`src/rtl/branch_history_predictor.sv`:
```
// branch_history_predictor: 2-bit saturating-counter direction predictor for the fetch stage
//
// Produces a registered taken/not-taken prediction for the fetch PC that lines up
// with the IF/ID stage. ID-stage branch resolution trains the counter table and
// updates saturating branch and mispredict statistics.
//
// Ports:
//   clk_i, rst_i              clock (rising edge), synchronous active-high reset
//   start_i                   run enable; gates both lookup and update
//   stall_i                   fetch stall; registered prediction holds
//   flush_i                   IF/ID flush; registered prediction is squashed
//   pc_i                      fetch PC looked up this cycle
//   pred_valid_o/pred_taken_o registered prediction for the instruction in IF/ID
//   upd_valid_i, upd_pc_i,
//   upd_taken_i, upd_mispred_i resolved-branch training interface
//   branch_cnt_o/mispred_cnt_o saturating statistics
//
// Build option: define BHT_BYPASS_EN to forward a same-cycle, same-index update
// into the lookup; otherwise the lookup sees the pre-update counter.
module branch_history_predictor #(
    parameter int unsigned BHT_ENTRIES = 64,
    parameter int unsigned IDX_W       = 6,
    parameter logic [1:0]  INIT_STATE  = 2'b01,
    parameter int unsigned CNT_W       = 16
) (
    input  logic             clk_i,
    input  logic             rst_i,
    input  logic             start_i,
    input  logic             stall_i,
    input  logic             flush_i,
    input  logic [31:0]      pc_i,
    output logic             pred_valid_o,
    output logic             pred_taken_o,
    input  logic             upd_valid_i,
    input  logic [31:0]      upd_pc_i,
    input  logic             upd_taken_i,
    input  logic             upd_mispred_i,
    output logic [CNT_W-1:0] branch_cnt_o,
    output logic [CNT_W-1:0] mispred_cnt_o
);
    localparam logic [CNT_W-1:0] ONE = CNT_W'(1);

    logic [1:0]       cnt_q [BHT_ENTRIES];
    logic             pred_valid_q, pred_valid_d;
    logic             pred_taken_q, pred_taken_d;
    logic [CNT_W-1:0] branch_cnt_q, branch_cnt_d;
    logic [CNT_W-1:0] mispred_cnt_q, mispred_cnt_d;
    logic [IDX_W-1:0] lk_idx, upd_idx;
    logic [1:0]       upd_cur, upd_val, lk_cnt;
    logic             upd_en;
    logic             unused_pc_bits;

    // Index bits only: byte offset and high PC bits deliberately alias.
    assign unused_pc_bits = ^{pc_i[31:IDX_W+2], pc_i[1:0], upd_pc_i[31:IDX_W+2], upd_pc_i[1:0]};

    always_comb begin
        upd_en  = upd_valid_i & start_i;
        lk_idx  = pc_i[IDX_W+1:2];
        upd_idx = upd_pc_i[IDX_W+1:2];
        upd_cur = cnt_q[upd_idx];
        upd_val = upd_taken_i ? ((upd_cur == 2'b11) ? 2'b11 : upd_cur + 2'd1)
                              : ((upd_cur == 2'b00) ? 2'b00 : upd_cur - 2'd1);
`ifdef BHT_BYPASS_EN
        lk_cnt  = (upd_en && upd_idx == lk_idx) ? upd_val : cnt_q[lk_idx];
`else
        lk_cnt  = cnt_q[lk_idx];
`endif
        // Priority: flush squashes, stall holds, otherwise start gates the lookup.
        pred_valid_d  = flush_i ? 1'b0 : stall_i ? pred_valid_q : start_i;
        pred_taken_d  = flush_i ? 1'b0 : stall_i ? pred_taken_q : (start_i & lk_cnt[1]);
        branch_cnt_d  = (upd_en && !(&branch_cnt_q)) ? branch_cnt_q + ONE : branch_cnt_q;
        mispred_cnt_d = (upd_en && upd_mispred_i && !(&mispred_cnt_q)) ? mispred_cnt_q + ONE : mispred_cnt_q;
    end

    always_ff @(posedge clk_i) begin
        if (rst_i) begin
            for (int i = 0; i < int'(BHT_ENTRIES); i++) cnt_q[i] <= INIT_STATE;
            pred_valid_q  <= 1'b0;
            pred_taken_q  <= 1'b0;
            branch_cnt_q  <= '0;
            mispred_cnt_q <= '0;
        end else begin
            if (upd_en) cnt_q[upd_idx] <= upd_val;
            pred_valid_q  <= pred_valid_d;
            pred_taken_q  <= pred_taken_d;
            branch_cnt_q  <= branch_cnt_d;
            mispred_cnt_q <= mispred_cnt_d;
        end
    end

    assign pred_valid_o  = pred_valid_q;
    assign pred_taken_o  = pred_taken_q;
    assign branch_cnt_o  = branch_cnt_q;
    assign mispred_cnt_o = mispred_cnt_q;
endmodule
```
`config.mk`:
```
export PLATFORM = sky130hd
export DESIGN_NAME = branch_history_predictor
export DESIGN_NICKNAME = d
export VERILOG_FILES = /design/src/rtl/branch_history_predictor.sv
export SDC_FILE = /design/constraint.sdc
export NUM_CORES = 1
export LEC_CHECK = 0
export ABC_AREA = 1
export CORE_ASPECT_RATIO = 1.5
export CORE_MARGIN = 5
export CORE_UTILIZATION = 55
export CTS_CLUSTER_DIAMETER = 60
export DETAILED_ROUTE_END_ITERATION = 16
export GPL_TIMING_DRIVEN = 1
export PLACE_DENSITY = 0.77
export SYNTH_ARGS = -nofsm -noshare
export SYNTH_HDL_FRONTEND = slang
export SYNTH_SLANG_ARGS = --single-unit
export TNS_END_PERCENT = 20
```
`constraint.sdc`:
```
create_clock -name clk_i -period 2.43 [get_ports clk_i]
set_input_delay 0.243 -clock clk_i [delete_from_list [all_inputs] [get_ports clk_i]]
set_output_delay 0.243 -clock clk_i [all_outputs]
set_load 0.1 [all_outputs]
```
* Word level (Yosys, flattened, before mapping)
Memory sizes are Yosys's and may differ from the RTL's. Index checks and enable logic that the tools add are counted. W data, S select, Z words.
Cells by class: bitwise logic cells 2, reduce and logical (&&, ||, !) cells 10, add/sub/neg operators 4, equality and inequality tests 1, muxes and demuxes 11
Operator list (number):
- $add A16 B1 Y16 const B | 2
- $reduce_and A16 Y1 | 2
- $mux W2 | 4
- $mux W1 | 6
- $mux W6 | 1
- $reduce_or A2 Y1 | 2
- $logic_and A1 B1 Y1 | 3
- $add A2 B1 Y2 const B | 1
- $and A1 B1 Y1 | 2
- $eq A2 B2 Y1 const B | 1
- $logic_not A1 Y1 | 2
- $logic_not A2 Y1 | 1
- $sub A2 B1 Y2 const B | 1
Word-level totals: word-level logic and storage cells 33, memory bits (writable) 128, output and inout port bits 34, memories kept 1, register bits 34
Memories:
- cnt_q | depth 64, width 2, read ports 2, clocked after Yosys merged registers in 0, wr ports 64, line 43 | logic [1:0] cnt_q [BHT_ENTRIES];

* Logic depth before layout (Yosys ltp)
depth after elaboration 6, depth in mapped cells 18, mapped depth without buffers 15

* Worst setup path before layout
No wires, ideal clock.
path kind flip-flop to flip-flop, start point register mispred_cnt_q[0], in the netlist mispred_cnt_o[0], end point register mispred_cnt_q[13], in the netlist mispred_cnt_o[13], period minus slack after synthesis 2.376 ns, path buffers 0, data required time 2.264 ns, library setup time 0.166 ns, arrival time 2.211 ns, stages on the path, launching flop included 11, slack 0.054 ns, cell sequence dfxtp_1 -> ha_1 -> nand3_1 -> nor2_1 -> nand3_1 -> nand2_1 -> nor2_1 -> nand2_1 -> nor2_1 -> o21ai_0 -> a21oi_1
On the way: longest elaborated chain between the ends 3
Ends and longest elaborated chain:
- start: declaration | line 47 | logic [CNT_W-1:0] mispred_cnt_q, mispred_cnt_d;
- start signal: assignment | line 87 | mispred_cnt_q <= mispred_cnt_d;
- parallel branches: the longest is 3 deep, another holds $add A16 B1 Y16
Several ways; the timed one is not identified. A chain may end at the register's enable or synchronous reset.

==> impl_results.md <==
- Post-synthesis instance area: 9385 µm²
- Grt ovf: 0
- Yosys cell types: 34
- CTS tree: yes
- Top cell type's share of synthesized area: 0.4095
- Tot GR Track Use: 0.2698
- Area contributors post-synth: edfxtp_1 (41%), nand2_1 (19%), nand3_1 (8.4%)
- Seq cells post-synth: 162
- Unrepaired setup endpoints after global routing: false
- Initial antenna violation count: 0
- Setup-failing EPs final: 0
- Die Wd: 116.7 µm
- CTS Buffer Depth: 2
- Leak: 4.426 nW
- Via/cell ratio: 5.471
- DRC: 0
- Worst-Skew Late Latency: 0.43 ns
- Final min period: 2.320 ns
- Startpoint types: input pin
- Fmax: 431.0 MHz
- Final WS setup: 0.1099 ns
- Sequential area share after synthesis: 0.4821
- P&R area growth vs syn: 16.15%
- Outcome: finished clean
- Worst min path class: input pin to flop
- Layout cells sized above 1: 0.1021
- R2R setup slack: around 0.35 ns
- PD cells: 595.2 nW/µm²
- Final Hold Fails: 0
- Fin nets: about 1400
- Tightest Pin Transition: roughly 0.66 ns
- Clock transition at path regs: approximately 0.06 ns
- Post-route ant nets: 0
- Vias: between 8000 and 9000
- Post-synthesis net count: roughly 1400
- Max VDD drop: between 400 and 500 µV
- Cell mode on critical path: nand2_2
- Die ar.: 19830 µm²
- Dpl ws: -0.3506 ns
- Routed wire length: 25570 µm
- Number of global-route vias before repair: around 8500
- CTS root buffer: clkbuf_16
- CP Cell Sequence: clkdlybuf4s50_1, buf_4, nand2_2, nor2_1, o21ai_0, nand2_1, o21ai_1, nand2_1, nor2_4, nand2_2, nand2_4, nand2_2, nand2_4, buf_12, nor2_1
- Num Clock Sinks: 162
- Wire per inst: ~16 µm
- Post-DP HPWL: 17850 µm
- Syn Inst Count: 1300
- Largest net degree at the start of global routing: 67
- Core Region: about 17000 µm²
- Final core utilization: 0.6502
- Initial core utilization: 0.5599
- TNS Setup: 0 ns
- Slowest cell on the critical path: clkdlybuf4s50_1
- First-pass GRT wire length: approximately 41000 µm
- Final clock skew: 0.01099 ns
- CP max stage delay: 0.57 ns
- Commonest non-fill, non-tap cells in the layout: nand2_1 (472), nor2_1 (184), nand3_1 (158)
- # H-tree levels: 4
- Synth warnings: 0
- Ant diodes: 0
- Slew HR: 0.5568
- CP Data Arrival Time: 2.49 ns
- Maxcap violations: 0
- DR pass1 iterations: 5
- Worst Path Max Fanout: 27
- CP Capture Type: flop
- GPL Wtd Cong: 0.9686
- Final hold slack: 0.4331 ns
- Final cycle utilization of the critical path: 0.9548
- Max-slew violations: 0
- Layout fillers: 1427
- Crit Path Class: input pin to flop
- Critical Path RT: approximately 2.6 ns
- Mean post-synth cell area: about 7.2 µm²
- Io pins: 106
- Total power: 6.488 mW
- PortBufs: 53
- Commonest non-fill, non-tap cell in the layout: nand2_1
- Starting DRT DRC Count: 727
- Rows: 58
- Height of the die: 170.0 µm
- Num CTS Buffers: 17
- Post-synth top area cell: edfxtp_1
==> what timing repair did <==
action | in CTS | in global routing
gates resized for setup | 0 | 1
endpoints found under the setup margin | 0 | 78
setup buffers | 0 | 0
hold buffers | 0 | 0
==> per-layer routing <==
layer / GRT usage / vias up / share of wire
li1: - / 4244 / -
met1: 0.3299 / 3977 / 0.38
met2: 0.4601 / 396 / 0.51
met3: 0.03842 / 88 / 0.068
met4: 0.1367 / 0 / 0.048
met5: 0 / - / 0
==> Yosys cell counts, drive strengths merged <==
| master | n |
|---|---|
| clkbuf | 28 |
| ha | 2 |
| or2 | 8 |
| nand4 | 3 |
| nand2 | 478 |
| buf | 37 |
| nor4 | 2 |
| clkinv | 1 |
| nand3b | 2 |
| nor2 | 188 |
| o21a | 3 |
| nor3b | 3 |
| a21oi | 25 |
| dfxtp | 34 |
| nor3 | 17 |
| o21ai | 22 |
| inv | 150 |
| edfxtp | 128 |
| a31oi | 2 |
| nand3 | 158 |
| xor2 | 6 |
| o211ai | 3 |
==> flip-flops by register name (all words and copies together) (netlist names) <==
| name | cells |
|---|---|
| branch_cnt_o | 16 |
| cnt_q | 128 |
| mispred_cnt_o | 16 |
| pred_taken_o | 1 |
| pred_valid_o | 1 |
==> per-stage QoR <==
step,instances,area [µm²]
2_1_floorplan,1300,9385
3_3_place_gp,1559,10360
3_5_place_dp,1559,10360
4_1_cts,1591,10900
5_1_grt,1591,10900
6_report,1591,10900
==> area by class of cell <==
class	instances	area [µm²]	area share
clock inverter	13	105.1	0.009642
multi-input combinational	922	3923	0.3598
inverter	151	566.8	0.05200
clock buffer	19	432.9	0.03972
tap	210	262.8	0.02410
timing repair buffer	114	1086	0.09963
sequential	162	4524	0.4151
==> worst max-delay path: cells and delay by family <==
family | cells | cell delay [ns]
and+or+nand+nor | 10 | 0.97
AOI/OAI and AO/OA | 2 | 0.26
buffers and inverters | 3 | 1.00
==> worst paths after layout <==
check	start	to	depth (start not counted)
min reg2reg	pred_taken_o	pred_taken_o	2
max	upd_pc_i[4]	cnt_q[35][1]	15
min	stall_i	pred_taken_o	3
max reg2reg	cnt_q[31][1]	cnt_q[35][1]	12
==> logic make-up after synthesis <==
kind of cell | share of synthesized area
AOI/OAI and AO/OA | 0.03120
adders and majority gates | 0.002666
and+or+nand+nor | 0.3782
xor gates and xnor gates | 0.005599
buffers and inverters | 0.1003
DFF | 0.4821
==> where the power goes <==
part / total (mW) / leakage, nW / internal (mW) / switching, mW
Sequential: 3.07 / 1.42 / 3.04 / 0.0330
Combinational: 0.945 / 2.76 / 0.321 / 0.624
Clock: 2.47 / 0.247 / 1.32 / 1.16
Total: 6.49 / 4.43 / 4.68 / 1.81
(Power assumes the default switching activity.)
